===== src/rtl/mem8_ctrl_pkg.sv =====
// Shared types for the 8-byte memory access controller: FSM states, default widths
// and the latched request record.
package mem8_ctrl_pkg;

  localparam int DATA_W_DEF = 8;
  localparam int ADDR_W_DEF = 3;

  typedef enum logic [2:0] {
    IDLE,
    WR,
    RD,
    VFY,
    RESP
  } state_e;

  typedef struct packed {
    logic                  write;
    logic [ADDR_W_DEF-1:0] addr;
    logic [DATA_W_DEF-1:0] wdata;
  } mem8_req_t;

endpackage


===== src/rtl/mem8_access_controller.sv =====
// Single-outstanding valid/ready front end for the 8-byte memory array; all outputs registered.
// Latency: write 2 (READ_LAT+2 with MEM8_CTRL_VERIFY_EN), read READ_LAT+1; req_ready low until the response handshake.
module mem8_access_controller
  import mem8_ctrl_pkg::*;
#(
  parameter int DATA_W   = DATA_W_DEF,
  parameter int ADDR_W   = ADDR_W_DEF,
  parameter int READ_LAT = 1
) (
  input  logic              clk,
  input  logic              reset,
  input  logic              req_valid,
  output logic              req_ready,
  input  logic              req_write,
  input  logic [ADDR_W-1:0] req_addr,
  input  logic [DATA_W-1:0] req_wdata,
  output logic              rsp_valid,
  input  logic              rsp_ready,
  output logic [DATA_W-1:0] rsp_rdata,
  output logic              rsp_err,
  output logic [ADDR_W-1:0] mem_address,
  output logic              mem_chipselect,
  output logic              mem_read,
  output logic              mem_write,
  output logic [DATA_W-1:0] mem_wdata,
  input  logic [DATA_W-1:0] mem_rdata
);

  localparam logic [2:0] LAT_LOAD = 3'(READ_LAT - 1);

  state_e            state_q, state_d;
  mem8_req_t         req_q, req_d;
  logic [2:0]        cnt_q, cnt_d;
  logic              req_ready_q, req_ready_d;
  logic              rsp_valid_q, rsp_valid_d;
  logic [DATA_W-1:0] rsp_rdata_q, rsp_rdata_d;
  logic              rsp_err_q, rsp_err_d;
  logic [ADDR_W-1:0] mem_address_q, mem_address_d;
  logic              mem_cs_q, mem_cs_d;
  logic              mem_read_q, mem_read_d;
  logic              mem_write_q, mem_write_d;
  logic [DATA_W-1:0] mem_wdata_q, mem_wdata_d;

  always_comb begin
    state_d     = state_q;
    req_d       = req_q;
    cnt_d       = cnt_q;
    rsp_rdata_d = rsp_rdata_q;
    rsp_err_d   = rsp_err_q;

    case (state_q)
      IDLE: begin
        if (req_valid && req_ready_q) begin
          req_d       = '{write: req_write, addr: req_addr, wdata: req_wdata};
          state_d     = req_write ? WR : RD;
          cnt_d       = LAT_LOAD;
          rsp_rdata_d = '0;
          rsp_err_d   = 1'b0;
        end
      end
      WR: begin
`ifdef MEM8_CTRL_VERIFY_EN
        state_d = VFY;
        cnt_d   = LAT_LOAD;
`else
        state_d = RESP;
`endif
      end
      RD, VFY: begin
        // mem_rdata is only looked at here, on the last strobe cycle, so Z never escapes
        if (cnt_q == 3'd0) begin
          rsp_rdata_d = mem_rdata;
          state_d     = RESP;
`ifdef MEM8_CTRL_VERIFY_EN
          if (state_q == VFY) rsp_err_d = (mem_rdata != req_q.wdata);
`endif
        end else begin
          cnt_d = cnt_q - 3'd1;
        end
      end
      RESP: begin
        if (rsp_valid_q && rsp_ready) state_d = IDLE;
      end
      default: state_d = IDLE;
    endcase

    // Outputs are registered, so derive them from the state being entered.
    req_ready_d   = (state_d == IDLE);
    rsp_valid_d   = (state_d == RESP);
    mem_write_d   = (state_d == WR);
    mem_read_d    = (state_d == RD) || (state_d == VFY);
    mem_cs_d      = mem_write_d || mem_read_d;
    mem_address_d = mem_cs_d ? req_d.addr : '0;
    mem_wdata_d   = mem_write_d ? req_d.wdata : '0;
  end

  always_ff @(posedge clk) begin
    if (reset) begin
      state_q       <= IDLE;
      req_q         <= '0;
      cnt_q         <= '0;
      req_ready_q   <= 1'b1;
      rsp_valid_q   <= 1'b0;
      rsp_rdata_q   <= '0;
      rsp_err_q     <= 1'b0;
      mem_address_q <= '0;
      mem_cs_q      <= 1'b0;
      mem_read_q    <= 1'b0;
      mem_write_q   <= 1'b0;
      mem_wdata_q   <= '0;
    end else begin
      state_q       <= state_d;
      req_q         <= req_d;
      cnt_q         <= cnt_d;
      req_ready_q   <= req_ready_d;
      rsp_valid_q   <= rsp_valid_d;
      rsp_rdata_q   <= rsp_rdata_d;
      rsp_err_q     <= rsp_err_d;
      mem_address_q <= mem_address_d;
      mem_cs_q      <= mem_cs_d;
      mem_read_q    <= mem_read_d;
      mem_write_q   <= mem_write_d;
      mem_wdata_q   <= mem_wdata_d;
    end
  end

  assign req_ready      = req_ready_q;
  assign rsp_valid      = rsp_valid_q;
  assign rsp_rdata      = rsp_rdata_q;
  assign rsp_err        = rsp_err_q;
  assign mem_address    = mem_address_q;
  assign mem_chipselect = mem_cs_q;
  assign mem_read       = mem_read_q;
  assign mem_write      = mem_write_q;
  assign mem_wdata      = mem_wdata_q;

endmodule


===== config.mk =====
export PLATFORM = sky130hd
export DESIGN_NAME = mem8_access_controller
export DESIGN_NICKNAME = d
export VERILOG_FILES = /design/src/rtl/mem8_ctrl_pkg.sv /design/src/rtl/mem8_access_controller.sv
export SDC_FILE = /design/constraint.sdc
export NUM_CORES = 1
export LEC_CHECK = 0
export ABC_AREA = 1
export BUFFER_PORTS_ARGS = -buffer_cell sky130_fd_sc_hd__buf_4
export CORE_AREA = 10 10 68 70
export DETAILED_ROUTE_END_ITERATION = 7
export DIE_AREA = 0 0 78 80
export GPL_ROUTABILITY_DRIVEN = 0
export HOLD_SLACK_MARGIN = 0.02
export MAX_ROUTING_LAYER = met4
export PLACE_DENSITY = 0.75
export RECOVER_POWER = 25
export SYNTH_ARGS = -nofsm -noshare
export SYNTH_HDL_FRONTEND = slang
export SYNTH_SLANG_ARGS = --single-unit

===== constraint.sdc =====
create_clock -name clk -period 1.3 [get_ports clk]
set_input_delay 0.065 -clock clk [delete_from_list [all_inputs] [get_ports clk]]
set_output_delay 0.065 -clock clk [all_outputs]
set_load 0.02 [all_outputs]

==> flow_summary_export.csv <==
group,metric,value,unit
worst_setup_path,required,1.56,ns
worst_setup_path,crit_path_top_delay_cell,"dfxtp_2",
routing,viasPerCell,4.46,
synth,syn_nets,230,
synth,yosys.area.top_type,"dfxtp_1",
worst_setup_path,crit_type,"reg2reg",
cells_and_area,fin_cells,310,
worst_setup_path,crit_buf_inv,3,
power_and_ir_drop,switching_power,0.846,mW
power_and_ir_drop,peakVddDrop,0.526,mV
clocking,cts_sinks,41,
synth,synth_top_area_share,50.9,%
worst_setup_path,start_kind,"flop",
routing,drc,0,
place,port_buffers,47,
place,placed_cell_area,0.00202,mm2
global_routing,grt_util_all_layers,12.2,%
cells_and_area,areaGrowthSynthToFinish,32.2,%
worst_setup_path,worstPathCellList,"inv_2 -> ha_4 -> inv_1 -> nor2_4 -> nand2_4 -> nand2_4 -> inv_2 -> nor2_1 -> nor2_1",
clocking,cts_buffers,5,
sta,slew_violations,0,
sta,hold_viol_final,0,
cells_and_area,layout_commonest_cell,"nor2_1",
global_routing,antenna_found_initial,0,
floorplanning,die_w,78,um
power_and_ir_drop,p_seq_share,49.1,%
worst_setup_path,arrival,1.48,ns
synth,ys_types,23,
global_routing,grt_max_degree,23,
synth,syn_inst,204,
routing,wire_per_inst,11.6,um
global_routing,grt_pass1_vias,1335,
routing,drt_wl_total,3590,um
sta,min_period,1.22,ns
power_and_ir_drop,powerDensity,1350,mW/mm2
status,status,"finished clean",
power_and_ir_drop,power_frac_clock,29.1,%
routing,first_pass_iters,4,
cells_and_area,stdcell_area,0.00213,mm2
sta,fmax,0.820,GHz
sta,fin_crit_sh,93.8,%
routing,ant_nets,0,
clocking,htreeDepth,2,
cells_and_area,final_core_util,64.9,%
flow_run,drv_cap,0,
floorplanning,io_pins,49,
cells_and_area,fill_cells,297,
global_routing,grt_first_pass_wirelength,5940,um
worst_setup_path,endpoint_kind,"flop",
cells_and_area,drive_gt1_share,25.4,%
synth,ys_ff_latch,41,
sta,skew,0.00883,ns
power_and_ir_drop,power_frac_comb,21.8,%
cells_and_area,regArea,827,um2
worst_setup_path,cp_top_family,"simple AND/OR/NAND/NOR gates",
synth,netlist_top_cells_area,"dfxtp_1 (51%), nor2_1 (9.8%), nand2_1 (9.3%), inv_1 (6.5%), o21ai_0 (3.7%)",
synth,syn_area,0.00161,mm2
power_and_ir_drop,power,2.88,mW
power_and_ir_drop,power.leakage,1.04,nW
cells_and_area,final_nets,289,
power_and_ir_drop,p_sw_share,29.4,%
floorplanning,fp.dieArea,0.00624,mm2
floorplanning,die_h,80,um
worst_setup_path,cp_slowest_stage_delay,0.35,ns
floorplanning,core,0.00328,mm2
routing,vias,1383,
synth,ys_seq_area_share,50.9,%
synth,synth_warnings,0,
floorplanning,row_count,21,
place,dpl.hpwl,2580,um
cells_and_area,mostFrequentLayoutCells,"nor2_1 (41), nand2_1 (38), dfxtp_1 (36)",
clocking,clock_latency,0.35,ns
place,place_inst,296,
clocking,cts_root_buffer,"clkbuf_4",
synth,syn_avg_cell_area,7.90,um2
worst_hold_path,min-delay-path-class,"in2reg",
clocking,clk_pin_slew,0.13,ns
worst_setup_path,critPathMaxFanout,6,
floorplanning,initial_utilization,49.1,%
routing,drtIter0Drc,58,
power_and_ir_drop,p_int,2.03,mW
sta,finalSetupViolCount,0,
cells_and_area,num_antenna_cells,0,
clocking,cts_tree,"done",
global_routing,grt_overflow,0,
clocking,cts_buffer_depth,2,
cells_and_area,multi_input_area,657,um2
worst_setup_path,rrSetupSlack,0.08,ns
synth_stat cells (all sizes together):
library cell	number
nand2	45
nor2	45
dfxtp	41
inv	29
o21ai	12
nand3	8
nand3b	6
a21oi	5
buf	4
clkbuf	2
ha	2
o21a	2
clkinv	1
conb	1
or2	1
repair_timing:
item                       4_1_cts  5_1_grt
hold buffers                     5        0
cloned                           0        1
gates resized for setup          1       15
buffers inserted                 0        0
pin swaps                        1        3
hold endpoints to repair         6        0
setup endpoints to repair        8       31
cell families (layout without fill, tap and decap cells):
| family | count (synthesis) | count (layout) | share of synthesized area, % |
|---|---|---|---|
| and+or+nand+nor | 105 | 106 | 30.8 |
| DFF | 41 | 41 | 50.9 |
| buffers and inverters | 36 | 95 | 10.2 |
| AOI/OAI and AO/OA | 19 | 19 | 6.21 |
| adders and majority gates | 2 | 2 | 1.55 |
| other | 1 | 1 | 0.233 |
path summary, 6_finish.rpt:
kind | start | to | cells past startpoint
hold reg to reg | cnt_q[1] | cnt_q[1] | 2
setup / recovery | cnt_q[0] | rsp_rdata[4] | 9
hold / removal | req_wdata[0] | mem_wdata[0] | 5
setup reg to reg | cnt_q[0] | rsp_rdata[4] | 9
power groups by stage:
stage | combinational, mW | clock, mW | sequential, mW
finish | 0.627 | 0.838 | 1.41
global placement | 0.624 | 0 | 1.44
CTS | 0.649 | 0.853 | 1.41
floorplan | 0.343 | 0 | 1.51
detailed placement | 0.633 | 0 | 1.44
global route | 0.704 | 0.917 | 1.43
through the flow:
step	worst slack, ns	hold WS [ns]	TNS (ns)
global route	-0.00154	0.0428	-0.00154
CTS	0.000456	0.0337	0
global placement	0.0311	0.355	0
detailed placement	-0.0331	0.368	-0.0948
finish	0.0808	0.0319	0
floorplan	0.0910	0.208	0
sequential cells by signal (all words and copies together), names as in the netlist, 3 cells and up:
| name | cells |
|---|---|
| state_q | 3 |
| req_q | 11 |
| rsp_rdata | 8 |
| mem_address | 3 |
| cnt_q | 3 |
| mem_wdata | 8 |
area by class of cell:
class	count	share of cell area (%)
Clock buffer	5	1.76
Inverter	30	5.28
Tap cell	46	2.70
Timing Repair Buffer	57	18.4
Clock inverter	3	2.17
Multi-Input combinational cell	128	30.8
Sequential cell	41	38.8
routing by layer:
layer  routed length [um]  part of all wire (%)  track usage [%]
met3                  244                   6.8             4.62
met1                 1710                    48             13.4
met2                 1600                    45             19.7
met5                    0                     0                -
met4                   38                   1.1             4.84
worst min-delay path, delay by kind of cell:
kind	cells	cell delay, ns
compound gates	1	0.07
buf+inv	2	0.11
simple gates	2	0.13
No activity file was read; power rests on OpenSTA's default activity.
